[src/rtl/cpu_pkg.sv]
// Shared state codes and opcodes for the 8-bit CPU.
// The control FSM and the address unit both import these constants.
package cpu_pkg;

    localparam int DATA_W = 8;

    // Control FSM state codes
    localparam logic [DATA_W-1:0] STATE_NEXT       = 8'h00;
    localparam logic [DATA_W-1:0] STATE_FETCH_PC   = 8'h01;
    localparam logic [DATA_W-1:0] STATE_FETCH_INST = 8'h02;
    localparam logic [DATA_W-1:0] STATE_HALT       = 8'h03;
    localparam logic [DATA_W-1:0] STATE_JUMP       = 8'h04;
    localparam logic [DATA_W-1:0] STATE_OUT        = 8'h05;
    localparam logic [DATA_W-1:0] STATE_ALU_OUT    = 8'h06;
    localparam logic [DATA_W-1:0] STATE_ALU_EXEC   = 8'h07;
    localparam logic [DATA_W-1:0] STATE_MOV_STORE  = 8'h08;
    localparam logic [DATA_W-1:0] STATE_MOV_FETCH  = 8'h09;
    localparam logic [DATA_W-1:0] STATE_MOV_LOAD   = 8'h0A;
    localparam logic [DATA_W-1:0] STATE_FETCH_SP   = 8'h0C;
    localparam logic [DATA_W-1:0] STATE_PC_STORE   = 8'h0D;
    localparam logic [DATA_W-1:0] STATE_TMP_JUMP   = 8'h0E;
    localparam logic [DATA_W-1:0] STATE_RET        = 8'h0F;
    localparam logic [DATA_W-1:0] STATE_INC_SP     = 8'h10;
    localparam logic [DATA_W-1:0] STATE_SET_ADDR   = 8'h11;
    localparam logic [DATA_W-1:0] STATE_IN         = 8'h12;
    localparam logic [DATA_W-1:0] STATE_REG_STORE  = 8'h13;
    localparam logic [DATA_W-1:0] STATE_SET_REG    = 8'h14;

    // Instruction opcodes as decoded by the control FSM
    localparam logic [DATA_W-1:0] OP_NOP  = 8'h00;
    localparam logic [DATA_W-1:0] OP_HALT = 8'h01;
    localparam logic [DATA_W-1:0] OP_JMP  = 8'h02;
    localparam logic [DATA_W-1:0] OP_MOV  = 8'h03;
    localparam logic [DATA_W-1:0] OP_ALU  = 8'h04;
    localparam logic [DATA_W-1:0] OP_IN   = 8'h05;
    localparam logic [DATA_W-1:0] OP_OUT  = 8'h06;
    localparam logic [DATA_W-1:0] OP_PUSH = 8'h07;
    localparam logic [DATA_W-1:0] OP_POP  = 8'h08;
    localparam logic [DATA_W-1:0] OP_CALL = 8'h09;
    localparam logic [DATA_W-1:0] OP_RET  = 8'h0A;
    localparam logic [DATA_W-1:0] OP_SET  = 8'h0B;

endpackage

[src/rtl/cpu_addr_unit.sv]
// Address and sequencing datapath: PC, SP, MAR, IR, TMP and I/O address latch,
// driven directly by the control FSM state code.
module cpu_addr_unit
    import cpu_pkg::*;
#(
    parameter logic [DATA_W-1:0] PC_RESET = 8'h00,
    parameter logic [DATA_W-1:0] SP_RESET = 8'hFF
) (
    input  logic              clk,
    input  logic              reset_n,
    input  logic [DATA_W-1:0] state,
    input  logic [DATA_W-1:0] mem_rdata,
    input  logic [DATA_W-1:0] reg_data,
    output logic [DATA_W-1:0] mem_addr,
    output logic              mem_we,
    output logic [DATA_W-1:0] mem_wdata,
    output logic [DATA_W-1:0] instruction,
    output logic [DATA_W-1:0] io_addr,
    output logic [DATA_W-1:0] pc,
    output logic [DATA_W-1:0] sp,
    output logic              halted,
    output logic              stack_err,
    output logic              bad_state
);

    logic [DATA_W-1:0] pc_q;
    logic [DATA_W-1:0] sp_q;
    logic [DATA_W-1:0] mar;
    logic [DATA_W-1:0] ir;
    logic [DATA_W-1:0] tmp;

    always_ff @(posedge clk) begin
        if (!reset_n) begin
            pc_q      <= PC_RESET;
            sp_q      <= SP_RESET;
            mar       <= '0;
            ir        <= '0;
            tmp       <= '0;
            io_addr   <= '0;
            halted    <= 1'b0;
            stack_err <= 1'b0;
            bad_state <= 1'b0;
        end else begin
            stack_err <= 1'b0;
            bad_state <= 1'b0;
            // Once halted, only reset brings the unit back.
            if (!halted) begin
                case (state)
                    STATE_FETCH_PC: begin
                        mar  <= pc_q;
                        pc_q <= pc_q + 8'd1;
                    end
                    STATE_FETCH_INST: ir      <= mem_rdata;
                    STATE_HALT:       halted  <= 1'b1;
                    STATE_JUMP:       pc_q    <= mem_rdata;
                    STATE_SET_REG:    tmp     <= mem_rdata;
                    STATE_SET_ADDR:   io_addr <= mem_rdata;
                    STATE_FETCH_SP:   mar     <= sp_q;
                    STATE_REG_STORE,
                    STATE_PC_STORE: begin
                        sp_q      <= sp_q - 8'd1;
                        stack_err <= (sp_q == 8'h00);
                    end
                    STATE_TMP_JUMP:   pc_q    <= tmp;
                    STATE_INC_SP: begin
                        sp_q      <= sp_q + 8'd1;
                        stack_err <= (sp_q == 8'hFF);
                    end
                    STATE_RET:        pc_q    <= mem_rdata;
                    STATE_NEXT, STATE_OUT, STATE_IN, STATE_ALU_OUT,
                    STATE_ALU_EXEC, STATE_MOV_STORE, STATE_MOV_FETCH,
                    STATE_MOV_LOAD: ;
                    default:          bad_state <= 1'b1;
                endcase
            end
        end
    end

    // Writes happen at the same edge the store state is sampled, so the strobe is combinational.
    always_comb begin
        mem_we    = 1'b0;
        mem_wdata = '0;
        if (reset_n && !halted) begin
            case (state)
                STATE_REG_STORE: begin
                    mem_we    = 1'b1;
                    mem_wdata = reg_data;
                end
                STATE_PC_STORE: begin
                    mem_we    = 1'b1;
                    mem_wdata = pc_q;
                end
                default: ;
            endcase
        end
    end

    assign mem_addr    = mar;
    assign instruction = ir;
    assign pc          = pc_q;
    assign sp          = sp_q;

endmodule

[config.mk]
export PLATFORM = sky130hd
export DESIGN_NAME = cpu_addr_unit
export DESIGN_NICKNAME = d
export VERILOG_FILES = /design/src/rtl/cpu_pkg.sv /design/src/rtl/cpu_addr_unit.sv
export SDC_FILE = /design/constraint.sdc
export NUM_CORES = 1
export LEC_CHECK = 0
export BUFFER_PORTS_ARGS = -buffer_cell sky130_fd_sc_hd__buf_2
export CELL_PAD_IN_SITES_DETAIL_PLACEMENT = 2
export CELL_PAD_IN_SITES_GLOBAL_PLACEMENT = 2
export CORE_MARGIN = 4
export CORE_UTILIZATION = 27
export CTS_BUF_LIST = sky130_fd_sc_hd__clkbuf_4 sky130_fd_sc_hd__clkbuf_8 sky130_fd_sc_hd__clkbuf_16
export CTS_CLUSTER_DIAMETER = 60
export DETAILED_ROUTE_END_ITERATION = 10
export GPL_TIMING_DRIVEN = 0
export PLACE_DENSITY_LB_ADDON = 0.1
export SYNTH_ARGS = -nofsm -noshare
export SYNTH_HDL_FRONTEND = slang
export SYNTH_SLANG_ARGS = --single-unit
export TNS_END_PERCENT = 50
[constraint.sdc]
create_clock -name clk -period 3 [get_ports clk]
set_clock_uncertainty 0.2 [all_clocks]
set_input_delay 0.15 -clock clk [delete_from_list [all_inputs] [get_ports clk]]
set_output_delay 0.15 -clock clk [all_outputs]
set_load 0.03 [all_outputs]
== Yosys cells after proc, flatten, opt, wreduce, memory -nomap -nowiden ==
Cells that the tools add are included.

* $add $sub $neg: 3
* Equality and inequality tests: 20
* Muxes and demuxes: 11
* Bitwise operators: 2
* Reductions and logical operators: 17

{| class="wikitable"
|+ Operators by type and width
! operator !! number
|-
| $eq A8 B4 Y1 const B || 7
|-
| $pmux W8 S2 || 3
|-
| $eq A8 B5 Y1 const B || 5
|-
| $eq A8 B3 Y1 const B || 4
|-
| $pmux W8 S3 || 1
|-
| $reduce_or A20 Y1 || 1
|-
| $add A8 B1 Y8 const B || 2
|-
| $eq A8 B2 Y1 const B || 2
|-
| $logic_not A8 Y1 || 2
|-
| $reduce_and A2 Y1 || 6
|-
| $eq A8 B1 Y1 const B || 1
|-
| $eq A8 B8 Y1 const B || 1
|-
| $mux W8 || 1
|-
| $sub A8 B1 Y8 const B || 1
|-
| $reduce_or A2 Y1 || 3
|-
| $mux W1 || 5
|-
| $reduce_bool A2 Y1 || 2
|-
| $reduce_bool A3 Y1 || 1
|-
| $not A1 Y1 || 2
|-
| $pmux W1 S2 || 1
|-
| $logic_and A1 B1 Y1 || 1
|-
| $logic_not A1 Y1 || 1
|}

* Register bits: 51
* Input bits: 26
* Output and inout port bits: 52
* Word-level logic and storage cells: 62

== Logic depth before layout (Yosys ltp) ==
* Word-level depth: 4
* Depth in mapped cells: 10
* Depth with buffers taken out: 9

== Worst setup path before layout ==
Ideal clock, no wire load.

* Kind: input to register
* From: input port state[7]
* To: register sp_q[7], in the netlist sp[7]
* Library setup time: 121 ps
* Arrival: 2551 ps
* Required time: 2679 ps
* Path slack: 129 ps
* Stages on the path: 8
* Buffers on the path: 0
* Cells stage by stage: nor4_1 -> nand3_1 -> ha_1 -> a21oi_1 -> a32oi_1 -> o31ai_1 -> mux2i_1 -> mux2_2

* Cells in the longest elaborated chain, start to end: 4
* Elaborated cells on any way between the ends: 7
* Classes of those cells: eq/ne (3); mux (1); reduce/logical (3)

{| class="wikitable"
|+ Ends and longest elaborated chain
! item !! line !! RTL
|-
| start: declaration || cpu_addr_unit.sv:11 || <nowiki>input logic [DATA_W-1:0] state,</nowiki>
|-
| $eq A8 B4 Y1 or $eq A8 B5 Y1 (tied branches) || cpu_addr_unit.sv:48 || <nowiki>case (state)</nowiki>
|-
| $reduce_or A2 Y1 (no source line) || -- ||
|-
| $reduce_bool A2 Y1 (no source line) || -- ||
|-
| $reduce_and A2 Y1 (no source line) || -- ||
|-
| end signal: assignment || cpu_addr_unit.sv:61 || <nowiki>sp_q <= sp_q - 8'd1;</nowiki>
|-
| end signal: assignment || cpu_addr_unit.sv:66 || <nowiki>sp_q <= sp_q + 8'd1;</nowiki>
|-
| end: declaration || cpu_addr_unit.sv:27 || <nowiki>logic [DATA_W-1:0] sp_q;</nowiki>
|}

Parallel ways exist; a longest one is shown, timed or not.
A chain may end at the register's enable or synchronous reset.

== Worst setup path after layout ==
Same ends and word-level chain as after synthesis.

==> results.ini <==
[run_status]
status=finished clean

[timing]
finalSetupViolations=0
hold_viol=0
finalCriticalPeriod_ns=2.90
max_freq_ghz=0.345
min_period_over_period_pct=96.7
layout_setup_ws_ns=0.0998
rsz0062_at_grt=yes
maxSlewViolCount=0
fin_setup_tns_ns=0
tightestPinTransition_ns=0.917
relSlewSlack_pct=38.4

[cts]
cts_root_buffer=clkbuf_8
cts_sinks=51
clkLatencyLatePin_ns=0.32
cts_buffers=5
cts.clk_slew.worst_paths_ns=0.11
cts_buffer_depth=2
cts_tree=done
h-tree-depth=2

[place]
gp_congestion=0.820
dpl.hpwl_mm=8.17
place_ws_ns=-0.772
port-buffer-count=76

[logic_synthesis]
synth_async_sr_flop_share_pct=0
yosys_register_bits=51
synth_top_area_share_pct=35.9
yosysTopAreaCell=dfxtp_1
netlist_area_sq_um=2850
yosysUniqueCellTypes=51
synth_area_leaders=dfxtp_1 (36%), mux2i_1 (11%), nor2_1 (7.2%)
synth_nets=378
synth-edff-count=0
synth_flop_cell=dfxtp_1
syn_area_per_cell_sq_um=8.30
syn_inst=343
ys_seq_area_share_pct=35.9
ys_warn_count=0

[global_route]
overflow=0
grt_usage_pct=17.3
grt_max_degree=19
grt_pass1_wl_mm=17.5
antenna_found_initial=0
grt_pass1_vias=3237

[die]
dieArea_sq_um=12300
die_y_um=111
rows=37
start_util_pct=27.7
core_sq_um=10300
io_pins=78
die_w_um=111

[detailed_routing]
drc=0
via_per_inst=5.18
drt_iter0_markers=73
ant_nets=0
dr.pass1.iters=4
wire_per_inst_um=18.5
wirelength_mm=10.6
vias=2965

[critical_path]
startpoint_type=primary input
path_cells=buf_2, nor4_2, nand3_2, ha_1, a21oi_1, a32oi_1, o31ai_1, mux2i_1, mux2_2
end_kind=register
crit_type=in -> reg
critPathMaxStageDelay_ns=0.55
critical_path_peak_fanout=10
required_ns=3.02
reg2reg_depth=6
cp.arrival_ns=2.92
rr_startpoint=sp[2]$_SDFFE_PN1P_
critical-path-top-delay-family=simple AND/OR/NAND/NOR gates
slowest_stage=nor4_2
path_depth=9
startpoint=state[7]
path_buf_inv=1

[layout]
antenna_cells=0
drive_gt1_share_pct=22.5
area_growth_pct=26.6
fin_nets=470

[power_and_ir_drop]
p_per_area_nw_per_um2=357
irDropWorstVdd_uv=201
leakage_nw=1.67

[job]
cap_violations=0

[min_path]
hp-class=in -> reg
min_from=state[4]
hold_path_depth=5

[cells by family (layout without fill, tap and decap cells)]
kind of cell	Yosys count	in the layout	share of synthesized area, %
AO/OA/AOI/OAI	83	83	19.9
multiplexers	32	32	11.3
flip-flops	51	51	35.9
adder cells (fa/ha/maj)	9	9	4.22
AND/OR/NAND/NOR	133	133	22.6
XOR/XNOR	5	5	1.54
buffers and inverters	30	123	4.52
[Yosys cell counts, drive strengths merged, types with 2 or more instances]
cell type and count:
clkbuf 15, o31ai 2, mux2i 31, nor4 6, nand4 5, nor3b 3, ha 8, dfxtp 51
xnor2 4, a211oi 7, nor2b 2, or4 3, a22oi 8, a311oi 2, o21ai 16, and3 4
or3 7, a31oi 5, nor3 6, buf 5, a221oi 6, nand2b 6, nor2 55, o211ai 9
a21oi 18, inv 9, o211a 3, nand3 10, nand2 20
[layout make-up]
type,instances,area (sq um)
well taps,136,170
plain buffers,20,91.3
clock buffers,5,68.8
flip-flops and latches,51,1020
repair buffers,85,470
clock inverters,3,28.8
inverters,10,37.5
multi-input cells,262,1720
fillers,1264,6670
[power breakdown]
part           leakage, nW  internal [mW]  total [mW]  switching [mW]
sequential           0.412          0.684       0.694         0.00985
clock               0.0502          0.174       0.442           0.268
combinational         1.20         0.0541       0.153          0.0985
total                 1.67          0.911        1.29           0.377
[state kept, by name (all words and copies together) (netlist names)]
name / count
halted: 1
instruction: 8
tmp: 8
io_addr: 8
pc: 8
stack_err: 1
bad_state: 1
mem_addr: 8
sp: 8
[placed cells by master (no fill, tap or decap), drive strengths merged, types with 2 or more instances in the layout]
master,instances
a22oi,8
dlygate4sd3,9
nor3b,3
ha,8
o31ai,2
inv,10
a221oi,6
nor2,55
mux2i,31
buf,81
clkinv,3
a311oi,2
and3,4
a31oi,5
o211ai,9
nand2,20
nor4,6
a21oi,18
xnor2,4
nand3,10
or3,7
a211oi,7
clkbuf,20
nand2b,6
or4,3
nor2b,2
o211a,3
o21ai,16
dfxtp,51
nor3,6
nand4,5
[path summary, 6_finish.rpt]
| kind | end | slack [ns] |
|---|---|---|
| max | sp[7]$_SDFFE_PN1P_ | 0.1 |
| min | halted$_SDFF_PN0_ | 0.23 |
| max reg2reg | sp[7]$_SDFFE_PN1P_ | 0.57 |
| min reg2reg | mem_addr[2]$_SDFFE_PN0P_ | 0.30 |
[tightest hold or removal path, delay by kind of cell]
kind                   cells  cell delay, ns
buffers and inverters      1            0.13
AND/OR/NAND/NOR            3            0.27
AO/OA/AOI/OAI              1            0.16
[through the flow]
| step | util [%] | hold slack [ns] | std cells | instance area [sq um] | power, mW |
|---|---|---|---|---|---|
| 2_1_floorplan | - | 0.0939 | 343 | 2850 | 0.788 |
| 3_5_place_dp | 33.1 | 0.254 | 555 | 3400 | 0.853 |
| 5_1_grt | 35.1 | 0.246 | 572 | 3610 | 1.36 |
| 6_report | 35.1 | 0.233 | 572 | 3610 | 1.29 |
| 4_1_cts | 35.1 | 0.210 | 572 | 3600 | 1.32 |
| 3_3_place_gp | 33.1 | 0.240 | 555 | 3400 | 0.849 |
[metal layers]
layer / vias to the layer above / GRT usage (%) / wire [um]
met3: 6 / 3.06 / 358
met5: - / 0 / 0
met1: 1470 / 22.2 / 4990
met2: 55 / 30.9 / 5190
met4: 0 / 2.46 / 70
li1: 1434 / - / -
[repair_timing]
item                       in CTS  in global routing
hold buffers                    9                  0
setup endpoints to repair      10                  9
gates resized for setup         3                  1
hold endpoints to repair       26                  0
buffers inserted                0                  0
No activity file was read; power rests on OpenSTA's default activity.
